[src/rtl/mem_port_arbiter_pkg.sv]
// Shared types for the fetch/LSU memory port arbiter.
// Arbiter FSM states, owner encoding and counter width.
package cpu_pkg;

  typedef enum logic [1:0] {
    IDLE,
    ISSUE,
    WAIT,
    RESP
  } arb_state_t;

  typedef enum logic {
    OWN_FETCH,
    OWN_LSU
  } owner_t;

  localparam int CNT_W = 3;

endpackage

[src/rtl/mem_port_arbiter_if.sv]
// Core-side and BRAM-side signals of the shared memory port.
// slave = arbiter view, master = core/memory environment view.
interface mem_port_arbiter_if #(
  parameter int AW = 16,
  parameter int DW = 32
);
  logic          if_req;
  logic [AW-1:0] if_addr;
  logic          if_gnt;
  logic          if_valid;
  logic [DW-1:0] if_rdata;
  logic          ls_req;
  logic          ls_we;
  logic [AW-1:0] ls_addr;
  logic [DW-1:0] ls_wdata;
  logic          ls_gnt;
  logic          ls_valid;
  logic [DW-1:0] ls_rdata;
  logic          mem_en;
  logic          mem_we;
  logic [AW-1:0] mem_addr;
  logic [DW-1:0] mem_wdata;
  logic [DW-1:0] mem_rdata;

  modport slave (
    input  if_req, if_addr,
    input  ls_req, ls_we, ls_addr, ls_wdata,
    input  mem_rdata,
    output if_gnt, if_valid, if_rdata,
    output ls_gnt, ls_valid, ls_rdata,
    output mem_en, mem_we, mem_addr, mem_wdata
  );

  modport master (
    output if_req, if_addr,
    output ls_req, ls_we, ls_addr, ls_wdata,
    output mem_rdata,
    input  if_gnt, if_valid, if_rdata,
    input  ls_gnt, ls_valid, ls_rdata,
    input  mem_en, mem_we, mem_addr, mem_wdata
  );
endinterface

[src/rtl/mem_port_arbiter_rr.sv]
// Two-input round-robin picker; bit0 = fetch, bit1 = LSU.
// On a tie the requester that did not own the port last wins.
module rr_arbiter2
  import cpu_pkg::*;
(
  input  logic [1:0] req_i,
  input  owner_t     last_i,
  output logic [1:0] gnt_o
);

  always_comb begin
    gnt_o = req_i;
    if (&req_i) begin
      gnt_o = (last_i == OWN_FETCH) ? 2'b10 : 2'b01;
    end
  end

endmodule

[src/rtl/mem_port_arbiter.sv]
// Shares one single-port BRAM between fetch and load/store.
// One transaction in flight; all outputs registered.
module mem_port_arbiter
  import cpu_pkg::*;
#(
  parameter int AWIDTH  = 16,
  parameter int WDWIDTH = 32,
  parameter int RD_LAT  = 1
) (
  input logic               clk,
  input logic               rst,
  mem_port_arbiter_if.slave bus
);

  arb_state_t         state_q, state_d;
  owner_t             owner_q, owner_d;
  logic [CNT_W-1:0]   cnt_q, cnt_d;
  logic               st_q, st_d;
  logic               if_gnt_q, if_gnt_d;
  logic               ls_gnt_q, ls_gnt_d;
  logic               if_val_q, if_val_d;
  logic               ls_val_q, ls_val_d;
  logic               en_q, en_d;
  logic               we_q, we_d;
  logic [AWIDTH-1:0]  addr_q, addr_d;
  logic [WDWIDTH-1:0] wdata_q, wdata_d;
  logic [WDWIDTH-1:0] if_rd_q, if_rd_d;
  logic [WDWIDTH-1:0] ls_rd_q, ls_rd_d;
  logic [1:0]         pick;

  rr_arbiter2 u_rr (
    .req_i  ({bus.ls_req, bus.if_req}),
    .last_i (owner_q),
    .gnt_o  (pick)
  );

  always_ff @(posedge clk) begin
    if (rst) begin
      state_q  <= IDLE;
      owner_q  <= OWN_FETCH;
      cnt_q    <= '0;
      st_q     <= 1'b0;
      if_gnt_q <= 1'b0;
      ls_gnt_q <= 1'b0;
      if_val_q <= 1'b0;
      ls_val_q <= 1'b0;
      en_q     <= 1'b0;
      we_q     <= 1'b0;
      addr_q   <= '0;
      wdata_q  <= '0;
      if_rd_q  <= '0;
      ls_rd_q  <= '0;
    end else begin
      state_q  <= state_d;
      owner_q  <= owner_d;
      cnt_q    <= cnt_d;
      st_q     <= st_d;
      if_gnt_q <= if_gnt_d;
      ls_gnt_q <= ls_gnt_d;
      if_val_q <= if_val_d;
      ls_val_q <= ls_val_d;
      en_q     <= en_d;
      we_q     <= we_d;
      addr_q   <= addr_d;
      wdata_q  <= wdata_d;
      if_rd_q  <= if_rd_d;
      ls_rd_q  <= ls_rd_d;
    end
  end

  always_comb begin
    state_d  = state_q;
    owner_d  = owner_q;
    cnt_d    = cnt_q;
    st_d     = st_q;
    if_gnt_d = 1'b0;
    ls_gnt_d = 1'b0;
    if_val_d = 1'b0;
    ls_val_d = 1'b0;
    en_d     = 1'b0;
    we_d     = 1'b0;
    addr_d   = addr_q;
    wdata_d  = wdata_q;
    if_rd_d  = if_rd_q;
    ls_rd_d  = ls_rd_q;
    unique case (state_q)
      IDLE, RESP: begin
        state_d = IDLE;
        // RESP arbitrates directly so back-to-back requests skip IDLE
        if (|pick) begin
          state_d  = ISSUE;
          owner_d  = pick[1] ? OWN_LSU : OWN_FETCH;
          if_gnt_d = pick[0];
          ls_gnt_d = pick[1];
          en_d     = 1'b1;
          we_d     = pick[1] & bus.ls_we;
          st_d     = pick[1] & bus.ls_we;
          addr_d   = pick[1] ? bus.ls_addr : bus.if_addr;
          if (pick[1]) begin
            wdata_d = bus.ls_wdata;
          end
        end
      end
      ISSUE: begin
        if (st_q) begin
          state_d  = RESP;
          ls_val_d = 1'b1;
        end else begin
          state_d = WAIT;
          cnt_d   = CNT_W'(1);
        end
      end
      WAIT: begin
        if (cnt_q == CNT_W'(RD_LAT)) begin
          state_d = RESP;
          if (owner_q == OWN_LSU) begin
            ls_rd_d  = bus.mem_rdata;
            ls_val_d = 1'b1;
          end else begin
            if_rd_d  = bus.mem_rdata;
            if_val_d = 1'b1;
          end
        end else begin
          cnt_d = cnt_q + CNT_W'(1);
        end
      end
    endcase
  end

  assign bus.if_gnt    = if_gnt_q;
  assign bus.if_valid  = if_val_q;
  assign bus.if_rdata  = if_rd_q;
  assign bus.ls_gnt    = ls_gnt_q;
  assign bus.ls_valid  = ls_val_q;
  assign bus.ls_rdata  = ls_rd_q;
  assign bus.mem_en    = en_q;
  assign bus.mem_we    = we_q;
  assign bus.mem_addr  = addr_q;
  assign bus.mem_wdata = wdata_q;

endmodule

[src/flat_wrapper.sv]
// flat-port wrapper written by rule: the top's interface ports become plain ports
module mem_port_arbiter_flat import cpu_pkg::*;
#(
  parameter int AWIDTH  = 16,
  parameter int WDWIDTH = 32,
  parameter int RD_LAT  = 1
)
  (clk, rst, bus_if_req, bus_if_addr, bus_ls_req, bus_ls_we, bus_ls_addr, bus_ls_wdata, bus_mem_rdata, bus_if_gnt, bus_if_valid, bus_if_rdata, bus_ls_gnt, bus_ls_valid, bus_ls_rdata, bus_mem_en, bus_mem_we, bus_mem_addr, bus_mem_wdata);
  mem_port_arbiter_if bus_i ();
  input logic clk;
  input logic rst;
  input wire logic [$bits(bus_i.if_req)-1:0] bus_if_req;
  input wire logic [$bits(bus_i.if_addr)-1:0] bus_if_addr;
  input wire logic [$bits(bus_i.ls_req)-1:0] bus_ls_req;
  input wire logic [$bits(bus_i.ls_we)-1:0] bus_ls_we;
  input wire logic [$bits(bus_i.ls_addr)-1:0] bus_ls_addr;
  input wire logic [$bits(bus_i.ls_wdata)-1:0] bus_ls_wdata;
  input wire logic [$bits(bus_i.mem_rdata)-1:0] bus_mem_rdata;
  output wire logic [$bits(bus_i.if_gnt)-1:0] bus_if_gnt;
  output wire logic [$bits(bus_i.if_valid)-1:0] bus_if_valid;
  output wire logic [$bits(bus_i.if_rdata)-1:0] bus_if_rdata;
  output wire logic [$bits(bus_i.ls_gnt)-1:0] bus_ls_gnt;
  output wire logic [$bits(bus_i.ls_valid)-1:0] bus_ls_valid;
  output wire logic [$bits(bus_i.ls_rdata)-1:0] bus_ls_rdata;
  output wire logic [$bits(bus_i.mem_en)-1:0] bus_mem_en;
  output wire logic [$bits(bus_i.mem_we)-1:0] bus_mem_we;
  output wire logic [$bits(bus_i.mem_addr)-1:0] bus_mem_addr;
  output wire logic [$bits(bus_i.mem_wdata)-1:0] bus_mem_wdata;
  assign bus_i.if_req = bus_if_req;
  assign bus_i.if_addr = bus_if_addr;
  assign bus_i.ls_req = bus_ls_req;
  assign bus_i.ls_we = bus_ls_we;
  assign bus_i.ls_addr = bus_ls_addr;
  assign bus_i.ls_wdata = bus_ls_wdata;
  assign bus_i.mem_rdata = bus_mem_rdata;
  assign bus_if_gnt = bus_i.if_gnt;
  assign bus_if_valid = bus_i.if_valid;
  assign bus_if_rdata = bus_i.if_rdata;
  assign bus_ls_gnt = bus_i.ls_gnt;
  assign bus_ls_valid = bus_i.ls_valid;
  assign bus_ls_rdata = bus_i.ls_rdata;
  assign bus_mem_en = bus_i.mem_en;
  assign bus_mem_we = bus_i.mem_we;
  assign bus_mem_addr = bus_i.mem_addr;
  assign bus_mem_wdata = bus_i.mem_wdata;
  mem_port_arbiter #(.AWIDTH(AWIDTH), .WDWIDTH(WDWIDTH), .RD_LAT(RD_LAT)) u_core (.clk(clk), .rst(rst), .bus(bus_i));
endmodule
[config.mk]
export PLATFORM = sky130hd
export DESIGN_NAME = mem_port_arbiter_flat
export DESIGN_NICKNAME = d
export VERILOG_FILES = /design/src/rtl/mem_port_arbiter_pkg.sv /design/src/rtl/mem_port_arbiter_if.sv /design/src/rtl/mem_port_arbiter_rr.sv /design/src/rtl/mem_port_arbiter.sv /design/src/flat_wrapper.sv
export SDC_FILE = /design/constraint.sdc
export NUM_CORES = 1
export LEC_CHECK = 0
export ABC_AREA = 1
export CORE_ASPECT_RATIO = 1.4
export CORE_MARGIN = 8
export CORE_UTILIZATION = 46
export CTS_BUF_LIST = sky130_fd_sc_hd__clkbuf_4
export CTS_CLUSTER_DIAMETER = 150
export DETAILED_ROUTE_END_ITERATION = 8
export PLACE_DENSITY = 0.9
export SLEW_MARGIN = 30
export SYNTH_ARGS = -nofsm -noshare
export SYNTH_HDL_FRONTEND = slang
export SYNTH_HIERARCHICAL = 1
export SYNTH_SLANG_ARGS = --single-unit
[constraint.sdc]
create_clock -name clk -period 4.65 [get_ports clk]
set_input_delay 0.465 -clock clk [delete_from_list [all_inputs] [get_ports clk]]
set_output_delay 0.465 -clock clk [all_outputs]
set_load 0.02 [all_outputs]
== After elaboration in Yosys (flattened, before gate mapping) ==
Index checks and enable logic that the tools add are counted.

* Logic and storage cells: 58
* Bits in writable memories: 0
* Bits in read-only memories: 0
* Input bits: 101
* Memories: 0
* Bits in latches: 0
* Output and inout bits: 118
* Bits in registers: 125

* Div/mod/pow operators: 0
* Reductions and logical operators: 13
* Multiplexer cells: 17
* Multiply operators: 0
* $lt $le $gt $ge: 0
* Bitwise gates (word level): 6
* Shift operators: 0
* $add $sub $neg: 1
* Equality and inequality tests: 7

{| class="wikitable"
|+ Operators by type and width
! operator !! count
|-
| two-way mux 16 bit || 1
|-
| AND reduction 3 bit || 4
|-
| two-way mux 1 bit || 8
|-
| two-way mux 2 bit || 3
|-
| two-way mux 3 bit || 2
|-
| one-hot mux 2 bit (3 select lines) || 1
|-
| one-hot mux 3 bit (2 select lines) || 1
|-
| OR reduction 2 bit || 3
|-
| OR reduction 3 bit || 2
|-
| NOT 1 bit || 5
|-
| == test 2 bit, second input constant || 2
|-
| != test 2 bit, second input constant || 2
|-
| AND reduction 2 bit || 2
|-
| adder 3 x 1 -> 3 bit, second input constant || 1
|-
| == test 3 x 1 -> 1 bit, second input constant || 1
|-
| == test 2 x 1 -> 1 bit, second input constant || 1
|-
| zero test 2 bit || 1
|-
| != test 2 x 1 -> 1 bit, second input constant || 1
|-
| one-hot mux 1 bit (2 select lines) || 1
|-
| nonzero test 2 bit || 1
|-
| AND 1 bit || 1
|}

== Longest topological paths before layout ==
* Word-level depth: 5
* Gate-level depth with buffers: 8

== By module ==
The synthesis kept the hierarchy.

{| class="wikitable"
|+ Modules (own cells, without submodules)
! module !! cells each !! times used !! area each (µm²) !! sequential area each (µm²)
|-
| mem_port_arbiter || 614 || 1 || 4693.3 || 2502.4
|-
| rr_arbiter2 || 5 || 1 || 21.3 || 0.0
|}

== Least setup slack after synthesis ==
No wires, ideal clock.

* Path type: reg-to-reg
* From: reg u_core.state_q[0]
* To: reg u_core.wdata_q[0] (netlist: u_core/bus.mem_wdata[0])
* Cell stages (with the launch flop): 8
* Path buffers: 1
* Clock period less this slack: 1.460 ns
* Slack: 3.190 ns
* Arrival: 1.344 ns
* Library setup time: 0.116 ns
* Cell sequence: dfxtp_1 > inv_1 > ha_1 > nand2_1 > clkinv_1 > buf_4 > nor2_1 > nor2_1

* Cells in the longest elaborated chain, start to end: 3
* Elaborated cells on any way between the ends: 4

{| class="wikitable"
|+ RTL lines
! item !! RTL line !! text
|-
| start, declared || mem_port_arbiter.sv:15 || <nowiki>arb_state_t state_q, state_d;</nowiki>
|-
| start signal, assigned || mem_port_arbiter.sv:54 || <nowiki>state_q <= state_d;</nowiki>
|-
| == test 2 bit or zero test 2 bit (tied branches) || mem_port_arbiter.sv:86 || <nowiki>unique case (state_q)</nowiki>
|-
| OR reduction 2 bit (*) || mem_port_arbiter.sv:86 ||
|-
| AND reduction 3 bit (no source line) (*) || - ||
|-
| end signal, assigned || mem_port_arbiter.sv:65 || <nowiki>wdata_q <= wdata_d;</nowiki>
|-
| end, declared || mem_port_arbiter.sv:26 || <nowiki>logic [WDWIDTH-1:0] wdata_q, wdata_d;</nowiki>
|}

Mark *: on every way between the ends. The rest lies on a longest branch, timed or not.
A chain may end at the register's enable or synchronous reset.

== Worst setup path in the final report ==
* From: reg u_core.state_q[0]
* To: reg u_core.owner_q

* Cells in the longest elaborated chain, start to end: 3
* Elaborated cells on any way between the ends: 4

{| class="wikitable"
|+ RTL lines
! item !! RTL line !! text
|-
| == test 2 bit or zero test 2 bit (tied branches) || mem_port_arbiter.sv:86 ||
|-
| OR reduction 2 bit (*) || mem_port_arbiter.sv:86 ||
|-
| AND reduction 2 bit (no source line) (*) || - ||
|-
| end signal, assigned || mem_port_arbiter.sv:55 || <nowiki>owner_q <= owner_d;</nowiki>
|-
| end, declared || mem_port_arbiter.sv:16 || <nowiki>owner_t owner_q, owner_d;</nowiki>
|}

Marks and branches as above.

==> reports/metrics.yaml <==
run_status:
  status: "completed"
routing:
  wl_per_cell_um: 15.9
  drc: 0
  drt_iter0_markers: 199
  first_pass_iters: 5
  viasPerCell: 4.98
  detail-route-antenna-nets: 0
  vias: 4829
  wl_um: 15400
clock_network:
  path_clk_slew_ns: 0.10
  clockRootBuffer: "clkbuf_4"
  cts_sinks: 125
  cts_buffers: 17
  ctsResizeCount: 0
  cts_tree: "yes"
  holdBufCountCts: 0
  cts_max_path_buffers: 2
  post_cts_buffers: 0
  htreeDepth: 4
  clock_latency_ns: 0.50
min_path:
  whs_path_depth: 2
  hold_class: "reg -> reg"
floorplan:
  die_y_um: 136
  die_x_um: 102
  core_area_mm2: 0.00995
  core.rowCount: 43
  io_pins: 219
  die_area_mm2: 0.0138
  initial_utilization_pct: 47.4
grt:
  antenna_found_initial: 0
  grt-ovfl-total: 0
  grt_pass1_vias: 4854
  grt_max_degree: 78
  grtUsageTotal_pct: 21.8
  grt_pass1_wl_um: 23700
synth:
  syn_area_per_cell_um2: 7.62
  synth-seq-cells: 125
  yosysSeqAreaShare_pct: 53.1
  syn_area_mm2: 0.00471
  synth.distinct_cells: 20
  synth-warning-count: 6
  postSynthCellCount: 619
  synth_nets: 724
cells_and_area:
  multi_input_area_mm2: 0.00186
  n_antenna_cell: 0
  drive_gt1_share_pct: 5.39
  fillers: 765
  regArea_mm2: 0.00250
  area_growth_pct: 51.7
  final_cells: 970
  fin_nets: 927
sta:
  post-route-min-period_ns: 3.13
  tightestPinTransition_ns: 0.949
  hold_violations: 0
  timing.hold.ws_ns: 0.475
  finalSetupViolCount: 0
  finalCritPeriodShare_pct: 67.3
  drv_slew: 0
  fin_setup_tns_ns: 0
  rsz0062_at_grt: "no"
  fmax_ghz: 0.320
  slew_headroom_pct: 36.6
  skew_ns: 0.0179
power_and_ir_drop:
  leakage_uw: 0.00306
  ir_worst_vdd_mv: 0.252
  p_per_area_mw_per_mm2: 486
setup_path:
  r2r_cells: 6
  crit_path_max_incr_delay_ns: 1.01
  crit_family: "buffers and inverters"
  arrival_ns: 3.51
  crit_path_start_kind: "flop"
  worst_path_max_delay_cell: "clkinv_1"
  crit_chain: "inv_1 > ha_1 > nand2_1 > clkinv_1 > a21oi_1 > nor2_1"
  worst-path-stages: 6
  worstPathMaxFanout: 34
  path_class: "reg -> reg"
  cp-end-kind: "flop"
  path_buf_inv: 2
  required_ns: 5.03
placement:
  routabilityCongestion: 0.798
  portBuffers: 218
  dp_cells: 938
  dp_hpwl_um: 11300
flow_run:
  cap_viol_max_count: 0
-- worst paths after layout --
path                                                           from                                  end  slack, ns
worst max-delay path                 u_core/state_q[0]$_SDFFE_PP0P_          u_core/owner_q$_SDFFE_PP0P_       1.52
worst min-delay path            u_core/bus.mem_addr[7]$_SDFFE_PP0P_  u_core/bus.mem_addr[7]$_SDFFE_PP0P_       0.48
worst max register to register       u_core/state_q[0]$_SDFFE_PP0P_          u_core/owner_q$_SDFFE_PP0P_       1.52
worst min register to register  u_core/bus.mem_addr[7]$_SDFFE_PP0P_  u_core/bus.mem_addr[7]$_SDFFE_PP0P_       0.48
-- worst reg2reg max path, cell delays in order (launching register included) --
cell and delay [ns]:
dfxtp_1 0.36, inv_1 0.06, ha_1 0.39, nand2_1 0.74, clkinv_1 1.02, a21oi_1 0.38, nor2_1 0.07
-- state kept, by name, summed over array words and instances (netlist names), 2 cells and up --
name / cells
u_core/state_q: 2
u_core/bus.mem_wdata: 32
u_core/bus.ls_rdata: 32
u_core/cnt_q: 3
u_core/bus.mem_addr: 16
u_core/bus.if_rdata: 32
-- per-stage QoR --
step	area [um^2]	power [uW]	setup slack, ns	utilization, %
after floorplan	4710	2140	3.19	-
final	7150	3480	1.52	71.9
after global routing	7150	3670	1.23	71.9
after global placement	6860	2680	1.46	68.9
after detailed placement	6860	2730	1.31	68.9
after CTS	7150	3510	1.57	71.9
-- final cells by class --
cell class | count | area share, %
well taps | 135 | 2.36
flip-flops and latches | 125 | 35.0
clock buffers | 19 | 1.99
clock inverters | 13 | 2.08
inverters | 33 | 1.75
multi-input cells | 424 | 26.0
repair buffers | 221 | 30.8
-- power breakdown --
part / switching (uW) / internal (uW)
Clock: 388 / 379
Sequential: 113 / 1280
Combinational: 761 / 558
Total: 1260 / 2220
-- placed cells by master, fill, tap and decap left out --
master and count:
o21ai_0 108, a21oi_2 1, bufinv_16 3, clkinv_4 1, o21ai_4 1, nor2_1 202
nand3_4 1, or2_2 1, nand2_1 69, ha_1 4, o21ai_1 5, clkbuf_4 19
a21oi_1 5, clkdlybuf4s50_1 218, clkinv_1 1, dfxtp_1 125, inv_2 2, clkinvlp_4 2
inv_1 29, clkinv_2 8, buf_4 3, nor2_4 3, nand3_1 24
-- cells in the mapped netlist, drive strengths merged --
cell,count,share of area (%)
o21ai,114,12
ha,4,1.1
nor2,205,17
a21oi,6,0.64
clkinv,2,0.16
or2,1,0.13
dfxtp,125,53
nand3,25,2.9
inv,31,2.5
clkbuf,15,1.3
nand2,69,5.5
buf,22,3.6
-- cell families (layout without fill, tap and decap cells) --
family	count (synthesis)	in the layout	share of synthesized area (%)
AND/OR/NAND/NOR	300	300	25.3
buffers and inverters	70	286	7.54
AO/OA/AOI/OAI	120	120	13.0
flip-flops	125	125	53.1
adder cells (fa/ha/maj)	4	4	1.06
-- routing by layer --
metal / share of wire [%] / up-vias / global-route usage [%] / wire [um]
met1: 35 / 2229 / 20.8 / 5400
met3: 12 / 30 / 11.4 / 1780
met4: 2.8 / 0 / 9.31 / 433
li1: - / 2363 / - / -
met5: 0 / - / 0 / 0
met2: 51 / 207 / 38.0 / 7800
Power figures use the tool's default switching activity.
